**config.mk**
```make
export PLATFORM = sky130hd
export DESIGN_NAME = shifter_mc
export DESIGN_NICKNAME = d
export VERILOG_FILES = /design/src/rtl/shifter_mc.sv
export SDC_FILE = /design/constraint.sdc
export NUM_CORES = 1
export LEC_CHECK = 0
export BUFFER_PORTS_ARGS = -buffer_cell sky130_fd_sc_hd__buf_4
export CELL_PAD_IN_SITES_DETAIL_PLACEMENT = 0
export CELL_PAD_IN_SITES_GLOBAL_PLACEMENT = 1
export CORE_ASPECT_RATIO = 2
export CORE_UTILIZATION = 41
export DETAILED_ROUTE_END_ITERATION = 8
export PLACE_DENSITY = 0.9
export SLEW_MARGIN = 20
export SYNTH_ARGS = -nofsm -noshare
export SYNTH_HDL_FRONTEND = slang
export SYNTH_SLANG_ARGS = --single-unit
```
**constraint.sdc**
```tcl
create_clock -name clk -period 2.8 [get_ports clk]
set_input_delay 0.28 -clock clk [delete_from_list [all_inputs] [get_ports clk]]
set_output_delay 0.28 -clock clk [all_outputs]
set_load 0.1 [all_outputs]
```
**src/rtl/shifter_mc.sv**
```systemverilog
// Multicycle shifter: shifts or rotates an operand by up to STEP positions per
// cycle. The result is held in an internal register, and a start/busy/done
// handshake controls each operation.
//
// Ports:
//   clk          clock
//   rst          synchronous active-high reset
//   start        request, accepted only while busy=0
//   val_i        operand, sampled on the accepted start
//   sham_i       shift amount, sampled on the accepted start
//   op_i         00=SLL 01=SRL 10=SRA 11=ROT, sampled on the accepted start
//   rot_right_i  ROT direction (0=left, 1=right), sampled on the accepted start
//   busy         operation in progress
//   done         one-cycle pulse; val_o holds the result in the same cycle
//   val_o        result register, held until the next accepted start
module shifter_mc #(
   parameter int unsigned WIDTH = 32,
   parameter int unsigned STEP  = 3
) (
   input  logic                     clk,
   input  logic                     rst,
   input  logic                     start,
   input  logic [WIDTH-1:0]         val_i,
   input  logic [$clog2(WIDTH)-1:0] sham_i,
   input  logic [1:0]               op_i,
   input  logic                     rot_right_i,
   output logic                     busy,
   output logic                     done,
   output logic [WIDTH-1:0]         val_o
);

   localparam int unsigned WSHAM = $clog2(WIDTH);
   localparam int unsigned WAMT  = $clog2(STEP + 1);
   localparam logic [WSHAM-1:0] STEP_W = WSHAM'(STEP);

   typedef enum logic {
      IDLE = 1'b0,
      RUN  = 1'b1
   } state_t;

   typedef enum logic [1:0] {
      OP_SLL = 2'b00,
      OP_SRL = 2'b01,
      OP_SRA = 2'b10,
      OP_ROT = 2'b11
   } op_t;

   state_t           state, state_nx;
   logic             busy_nx, done_nx;
   logic [WIDTH-1:0] val_nx;
   logic [WSHAM-1:0] rem, rem_nx;
   op_t              op_q, op_nx;
   logic             dir_q, dir_nx;
   logic             fill_q, fill_nx;

   // Operands of the shared step shifter
   logic [WIDTH-1:0] src;
   logic [WSHAM-1:0] rem_src;
   op_t              src_op;
   logic             src_dir;
   logic             src_fill;
   logic [WSHAM-1:0] amt_full;
   logic [WAMT-1:0]  amt;
   logic [WSHAM-1:0] rem_after;
   logic [WIDTH-1:0] shifted;

   // One STEP+1 input mux per bit: selects the operand shifted by 0..STEP
   function automatic logic [WIDTH-1:0] step_shift(
      input logic [WIDTH-1:0] v,
      input logic [WAMT-1:0]  a,
      input op_t              o,
      input logic             dir,
      input logic             fill
   );
      logic [WIDTH-1:0] r;
      r = v;
      for (int unsigned k = 1; k <= STEP; k++) begin
         if (a == WAMT'(k)) begin
            case (o)
               OP_SLL:  r = v << k;
               OP_SRL:  r = v >> k;
               // top k bits come from the latched sign, not from the shifting register
               OP_SRA:  r = (v >> k) | (~({WIDTH{1'b1}} >> k) & {WIDTH{fill}});
               default: r = dir ? ((v >> k) | (v << (WIDTH - k)))
                                : ((v << k) | (v >> (WIDTH - k)));
            endcase
         end
      end
      return r;
   endfunction

   // Operand select: new request while idle, latched context while running
   always_comb begin
      if (state == IDLE) begin
         src      = val_i;
         rem_src  = sham_i;
         src_op   = op_t'(op_i);
         src_dir  = rot_right_i;
         src_fill = val_i[WIDTH-1];
      end else begin
         src      = val_o;
         rem_src  = rem;
         src_op   = op_q;
         src_dir  = dir_q;
         src_fill = fill_q;
      end
      amt_full  = (rem_src > STEP_W) ? STEP_W : rem_src;
      amt       = WAMT'(amt_full);
      rem_after = rem_src - amt_full;
      shifted   = step_shift(src, amt, src_op, src_dir, src_fill);
   end

   // Next-state and next-output logic
   always_comb begin
      state_nx = state;
      done_nx  = 1'b0;
      val_nx   = val_o;
      rem_nx   = rem;
      op_nx    = op_q;
      dir_nx   = dir_q;
      fill_nx  = fill_q;
      case (state)
         IDLE: begin
            if (start) begin
               val_nx  = shifted;
               rem_nx  = rem_after;
               op_nx   = src_op;
               dir_nx  = src_dir;
               fill_nx = src_fill;
               if (rem_after == '0) begin
                  done_nx = 1'b1;
               end else begin
                  state_nx = RUN;
               end
            end
         end
         RUN: begin
            val_nx = shifted;
            rem_nx = rem_after;
            if (rem_after == '0) begin
               state_nx = IDLE;
               done_nx  = 1'b1;
            end
         end
         default: state_nx = IDLE;
      endcase
      busy_nx = (state_nx == RUN);
   end

   // State and output registers
   always_ff @(posedge clk) begin
      if (rst) begin
         state  <= IDLE;
         busy   <= 1'b0;
         done   <= 1'b0;
         val_o  <= '0;
         rem    <= '0;
         op_q   <= OP_SLL;
         dir_q  <= 1'b0;
         fill_q <= 1'b0;
      end else begin
         state  <= state_nx;
         busy   <= busy_nx;
         done   <= done_nx;
         val_o  <= val_nx;
         rem    <= rem_nx;
         op_q   <= op_nx;
         dir_q  <= dir_nx;
         fill_q <= fill_nx;
      end
   end

endmodule
```
== Word level (Yosys, flattened, before mapping) ==
Index checks and enable logic that the tools add are counted.

* Register bits after elaboration: 43
* Input bits: 43
* Logic and storage cells: 53

* $add $sub $neg: 1
* $lt $le $gt $ge: 1
* Equal/unequal tests: 6
* Multiplexer cells: 25
* Bitwise operators: 10
* Reduce and logical (&&, ||, !) cells: 3

{| class="wikitable"
|+ Operator list
! operator !! count
|-
| $pmux 32 s3 || 3
|-
| $mux 32 || 8
|-
| $or 29x32->32 || 2
|-
| $or 30x32->32 || 2
|-
| $or 31x32->32 || 2
|-
| $pmux 32 s2 || 1
|-
| $or 32x1->32 || 1
|-
| $or 32x2->32 || 1
|-
| $or 32x3->32 || 1
|-
| $mux 5 || 3
|-
| $pmux 5 s2 || 1
|-
| $eq 2x2->1 const B || 3
|-
| $mux 1 || 6
|-
| $gt 5x2->1 const B || 1
|-
| $logic_not 5->1 || 1
|-
| $sub 5x5->5 || 1
|-
| $eq 2x1->1 const B || 2
|-
| $pmux 1 s2 || 2
|-
| $logic_not 2->1 || 1
|-
| $mux 2 || 1
|-
| $ne 2x2->1 const B || 1
|-
| $reduce_and 2->1 || 1
|-
| $not 1->1 || 1
|}

== Longest topological paths before layout ==
* Depth after elaboration: 9
* Depth in mapped cells: 12

== Worst setup path before layout ==
OpenSTA, ideal clock, no wires.

* Kind: register -> register
* From: reg state
* To: reg state
* Library setup time: 115 ps
* Arrival time: 2990 ps
* Data required time: 2685 ps
* Slack: -305 ps
* Stages on the path, launching flop included: 12
* Clock period less this slack: 3105 ps
* Cells stage by stage: dfxtp_1 -> buf_6 -> buf_2 -> buf_2 -> buf_2 -> buf_2 -> nor3b_1 -> nor2_1 -> ha_1 -> nor3_1 -> o211ai_1 -> and2_1

* Cells in the longest elaborated chain, start to end: 8
* Elaborated cells between the ends (all ways): 9
* Classes of those cells: add/sub: 1; order compare: 1; mux: 5; bitwise: 1; reduce/logical: 1

{| class="wikitable"
|+ RTL lines
! item !! line !! RTL
|-
| from (decl) || 48 || <nowiki>state_t state, state_nx;</nowiki>
|-
| from (signal assigned) || 162 || <nowiki>state <= state_nx;</nowiki>
|-
| $mux 5 || 94 || <nowiki>if (state == IDLE) begin</nowiki>
|-
| $gt 5x2->1 || 107 || <nowiki>amt_full = (rem_src > STEP_W) ? STEP_W : rem_src;</nowiki>
|-
| $mux 5 || 107 ||
|-
| $sub 5x5->5 || 109 || <nowiki>rem_after = rem_src - amt_full;</nowiki>
|-
| $logic_not 5->1 || 130, 140 ||
|-
| $mux 1 || 130, 140 ||
|-
| $mux 1 || 124 || <nowiki>if (start) begin</nowiki>
|-
| $pmux 1 s2 * || 122 || <nowiki>case (state)</nowiki>
|}

Every way passes the cells marked *; elsewhere a longest branch is shown, timed or not.
A chain may end at the register's enable or synchronous reset.

== Worst setup path after layout ==
* From: reg state
* To: reg val_o[10]

* Cells in the longest elaborated chain, start to end: 9
* Elaborated cells between the ends (all ways): 34
* Classes of those cells: order compare: 1; eq/ne: 6; mux: 16; bitwise: 10; reduce/logical: 1

{| class="wikitable"
|+ RTL lines
! item !! line !! RTL
|-
| $mux 5 or $mux 32 (tied branches) || 94 ||
|-
| $gt 5x2->1 (tied with other cells) || 107 ||
|-
| $mux 5 or $mux 32 (tied branches) || 107, 84 ||
|-
| $eq 2x1->1 or $pmux 32 s3 (tied branches) || 78, 79 ||
|-
| $mux 32 (3 in series) || 78 || <nowiki>if (a == WAMT'(k)) begin</nowiki>
|-
| $mux 32 || 124 ||
|-
| $pmux 32 s2 || 122 ||
|-
| to (signal assigned) || 165 || <nowiki>val_o <= val_nx;</nowiki>
|-
| to (decl) || 29 || <nowiki>output logic [WIDTH-1:0] val_o</nowiki>
|}

Parallel ways exist; a longest one is shown, timed or not. The select of a mux whose other input is x is not followed.

==> results_dict.tcl <==
set metrics [dict create \
    final_area_um2 5730 \
    clk_latency_ns 0.30 \
    end_kind "flop" \
    gp_congestion 0.978 \
    min_path_type "input pin to flop" \
    ys_types 59 \
    htreeDepth 2 \
    maxSlewViolCount 0 \
    clk_path_buf_depth 2 \
    synth.top_cell.area_share_pct 17.8 \
    yosysWarnings 0 \
    fin_skew_ns 0.00766 \
    cts_tree "built" \
    dp_worst_setup_slack_ns 0.210 \
    wl_um 19700 \
    final_common_cell "buf_4" \
    utilization_pct 50.5 \
    ys.flop_type "dfxtp_1" \
    diodes 0 \
    tightest_slew_ns 0.797 \
    outcome "completed" \
    dr_total_vias 6141 \
    relSlewSlack_pct 45.8 \
    die_x_um 78.7 \
    worst_ir_drop_vdd_mv 0.313 \
    synth_top_area_cell "dfxtp_1" \
    path_max_fanout 28 \
    grt_first_pass_wirelength_um 30700 \
    critPathLaunchType "flop" \
    area_growth_pct 18.8 \
    r2r_slack_ns 0.22 \
    dp_hpwl_um 14500 \
    grt_max_degree 74 \
    regArea_um2 865 \
    io_buffers 76 \
    drv_cap 0 \
    die-area_um2 12200 \
    worstPathCellList "or4b_1, o22a_1, buf_4, a32oi_1, a211oi_1, nor4_1" \
    ios 77 \
    fin_crit_sh_pct 92.3 \
    required_ns 3.00 \
    synth_edf_count 0 \
    synthCells 709 \
    cts.clk_slew.worst_paths_ns 0.07 \
    criticalPathCategory "flop to flop" \
    multi_input_area_um2 3630 \
    fp-row-count 55 \
    drt_pass1_iterations 6 \
    fmax_mhz 387 \
    cts_setup_buffers 0 \
    setup-tns-final_ns 0 \
    drtAntennaViolNets 0 \
    finalHoldViolations 0 \
    initial_core_util_pct 42.5 \
    fin_ws_ns 0.216 \
    grt_pass1_vias 6045 \
    drcViolationCount 0 \
    rsz0062_at_grt "no" \
    routed_via_density 6.77 \
    async_reset_ff_share_pct 0 \
    dr.first_iter.drc_count 691 \
    clkSinkCount 43 \
    drive_gt1_share_pct 20.0 \
    cts_root_buf "clkbuf_16" \
    power_density_nw_per_um2 625 \
    period_needed_ns 2.58 \
    coreArea_um2 11400 \
    synthTopCellsByArea "dfxtp_1 (18%), mux2i_1 (9.5%), o21ai_0 (9.3%), nand2_1 (7.1%), a21oi_1 (5.9%)" \
    finalSetupViolCount 0 \
    grt_overflow 0 \
    fillers 1169 \
    place_area_um2 5560 \
    cpMaxStageDelayCell "or4b_1" \
    die_y_um 155 \
    p_leak_nw 2.16 \
    numCtsBuffers 5 \
    grt.total_usage_pct 32.0 \
    postSynthNetCount 754 \
    arrival_ns 2.78 \
    ys_seq_area_share_pct 17.8 \
    syn_area_um2 4830 \
    wire_per_inst_um 21.8 \
    layout_common_cells "buf_4 (107), nand2_1 (91), o21ai_0 (90)" \
    nNetsFinal 809 \
    synth-seq-cells 43 \
    syn_area_per_cell_um2 6.81 \
    slowest_delay_ns 0.63 \
    antenna_found_initial 0 \
]
Yosys cell counts (3+ instances only):
library cell and instances:
mux2i_1 46, nor4_1 3, nand2b_1 8, clkbuf_1 31
o32ai_1 3, o21ai_0 90, buf_2 21, a41o_1 16
o22ai_1 5, mux2_2 23, a21o_1 3, a32oi_1 4
o31ai_1 3, nand4_1 19, xnor2_1 4, o21ai_1 13
nor2_1 76, dfxtp_1 43, nor3_1 24, a311oi_1 4
buf_6 6, a211oi_1 26, o211ai_1 6, nand2_1 91
nand3_1 7, inv_1 12, a211o_1 3, a21oi_1 57
a31oi_1 23
report_power, final:
group / leakage [nW] / switching, mW / internal [mW]
clock: 0.0868 / 0.284 / 0.445
sequential: 0.356 / 0.120 / 0.707
combinational: 1.72 / 1.44 / 0.586
repair_timing:
action,CTS,global route
hold buffers,0,0
endpoints found under the setup margin,0,3
gates resized for setup,0,1
routing by layer:
| layer | up-vias | GRT usage (%) | part of all wire (%) |
|---|---|---|---|
| li1 | 2777 | - | - |
| met1 | 2857 | 33.0 | 35 |
| met2 | 401 | 58.8 | 52 |
| met3 | 106 | 3.52 | 6.2 |
| met4 | 0 | 21.8 | 6.5 |
| met5 | - | 0 | 0 |
worst max-delay path, delay by kind of cell, from the launching register on:
family	cells	cell delay, ns
AND/OR/NAND/NOR	2	0.90
buffers and inverters	1	0.30
AO/OA/AOI/OAI	3	0.71
flip-flops	1	0.56
cell families (layout without fill, tap and decap cells):
| group | count (synthesis) | in the layout | synth area share [%] |
|---|---|---|---|
| mux | 69 | 69 | 14.9 |
| compound gates | 276 | 276 | 36.5 |
| fa+ha+maj | 2 | 2 | 0.518 |
| xor+xnor | 4 | 4 | 0.726 |
| flops | 43 | 43 | 17.8 |
| simple gates | 242 | 242 | 22.3 |
| buf+inv | 73 | 129 | 7.23 |
final cells by class:
| class | count | area share, % |
|---|---|---|
| Clock buffer | 6 | 2.42 |
| Multi-Input combinational cell | 593 | 63.3 |
| Clock inverter | 2 | 0.611 |
| Tap cell | 142 | 3.10 |
| Inverter | 12 | 0.786 |
| Sequential cell | 43 | 15.1 |
| Timing Repair Buffer | 109 | 14.7 |
sequential cells by signal (all words and copies together), names as in the netlist:
signal  cells
val_o      32
rem         5
op_q        2
dir_q       1
done        1
fill_q      1
state       1
path summary, 6_finish.rpt:
| check | start | end | cells after the start |
|---|---|---|---|
| max | state$_SDFF_PP0_ | val_o[10]$_SDFFE_PP0P_ | 6 |
| min | val_i[31] | fill_q$_SDFFE_PP0P_ | 3 |
| min reg2reg | val_o[14]$_SDFFE_PP0P_ | val_o[14]$_SDFFE_PP0P_ | 2 |
| max reg2reg | state$_SDFF_PP0_ | val_o[10]$_SDFFE_PP0P_ | 6 |
stage by stage:
| step | hold WS, ns | instances | power, mW |
|---|---|---|---|
| finish | 0.248 | 907 | 3.58 |
| detailed placement | 0.469 | 899 | 2.82 |
| global route | 0.257 | 907 | 3.73 |
| CTS | 0.243 | 907 | 3.55 |
| floorplan | 0.427 | 709 | 2.29 |
| global placement | 0.464 | 899 | 2.80 |
No activity file was read; power rests on OpenSTA's default activity.
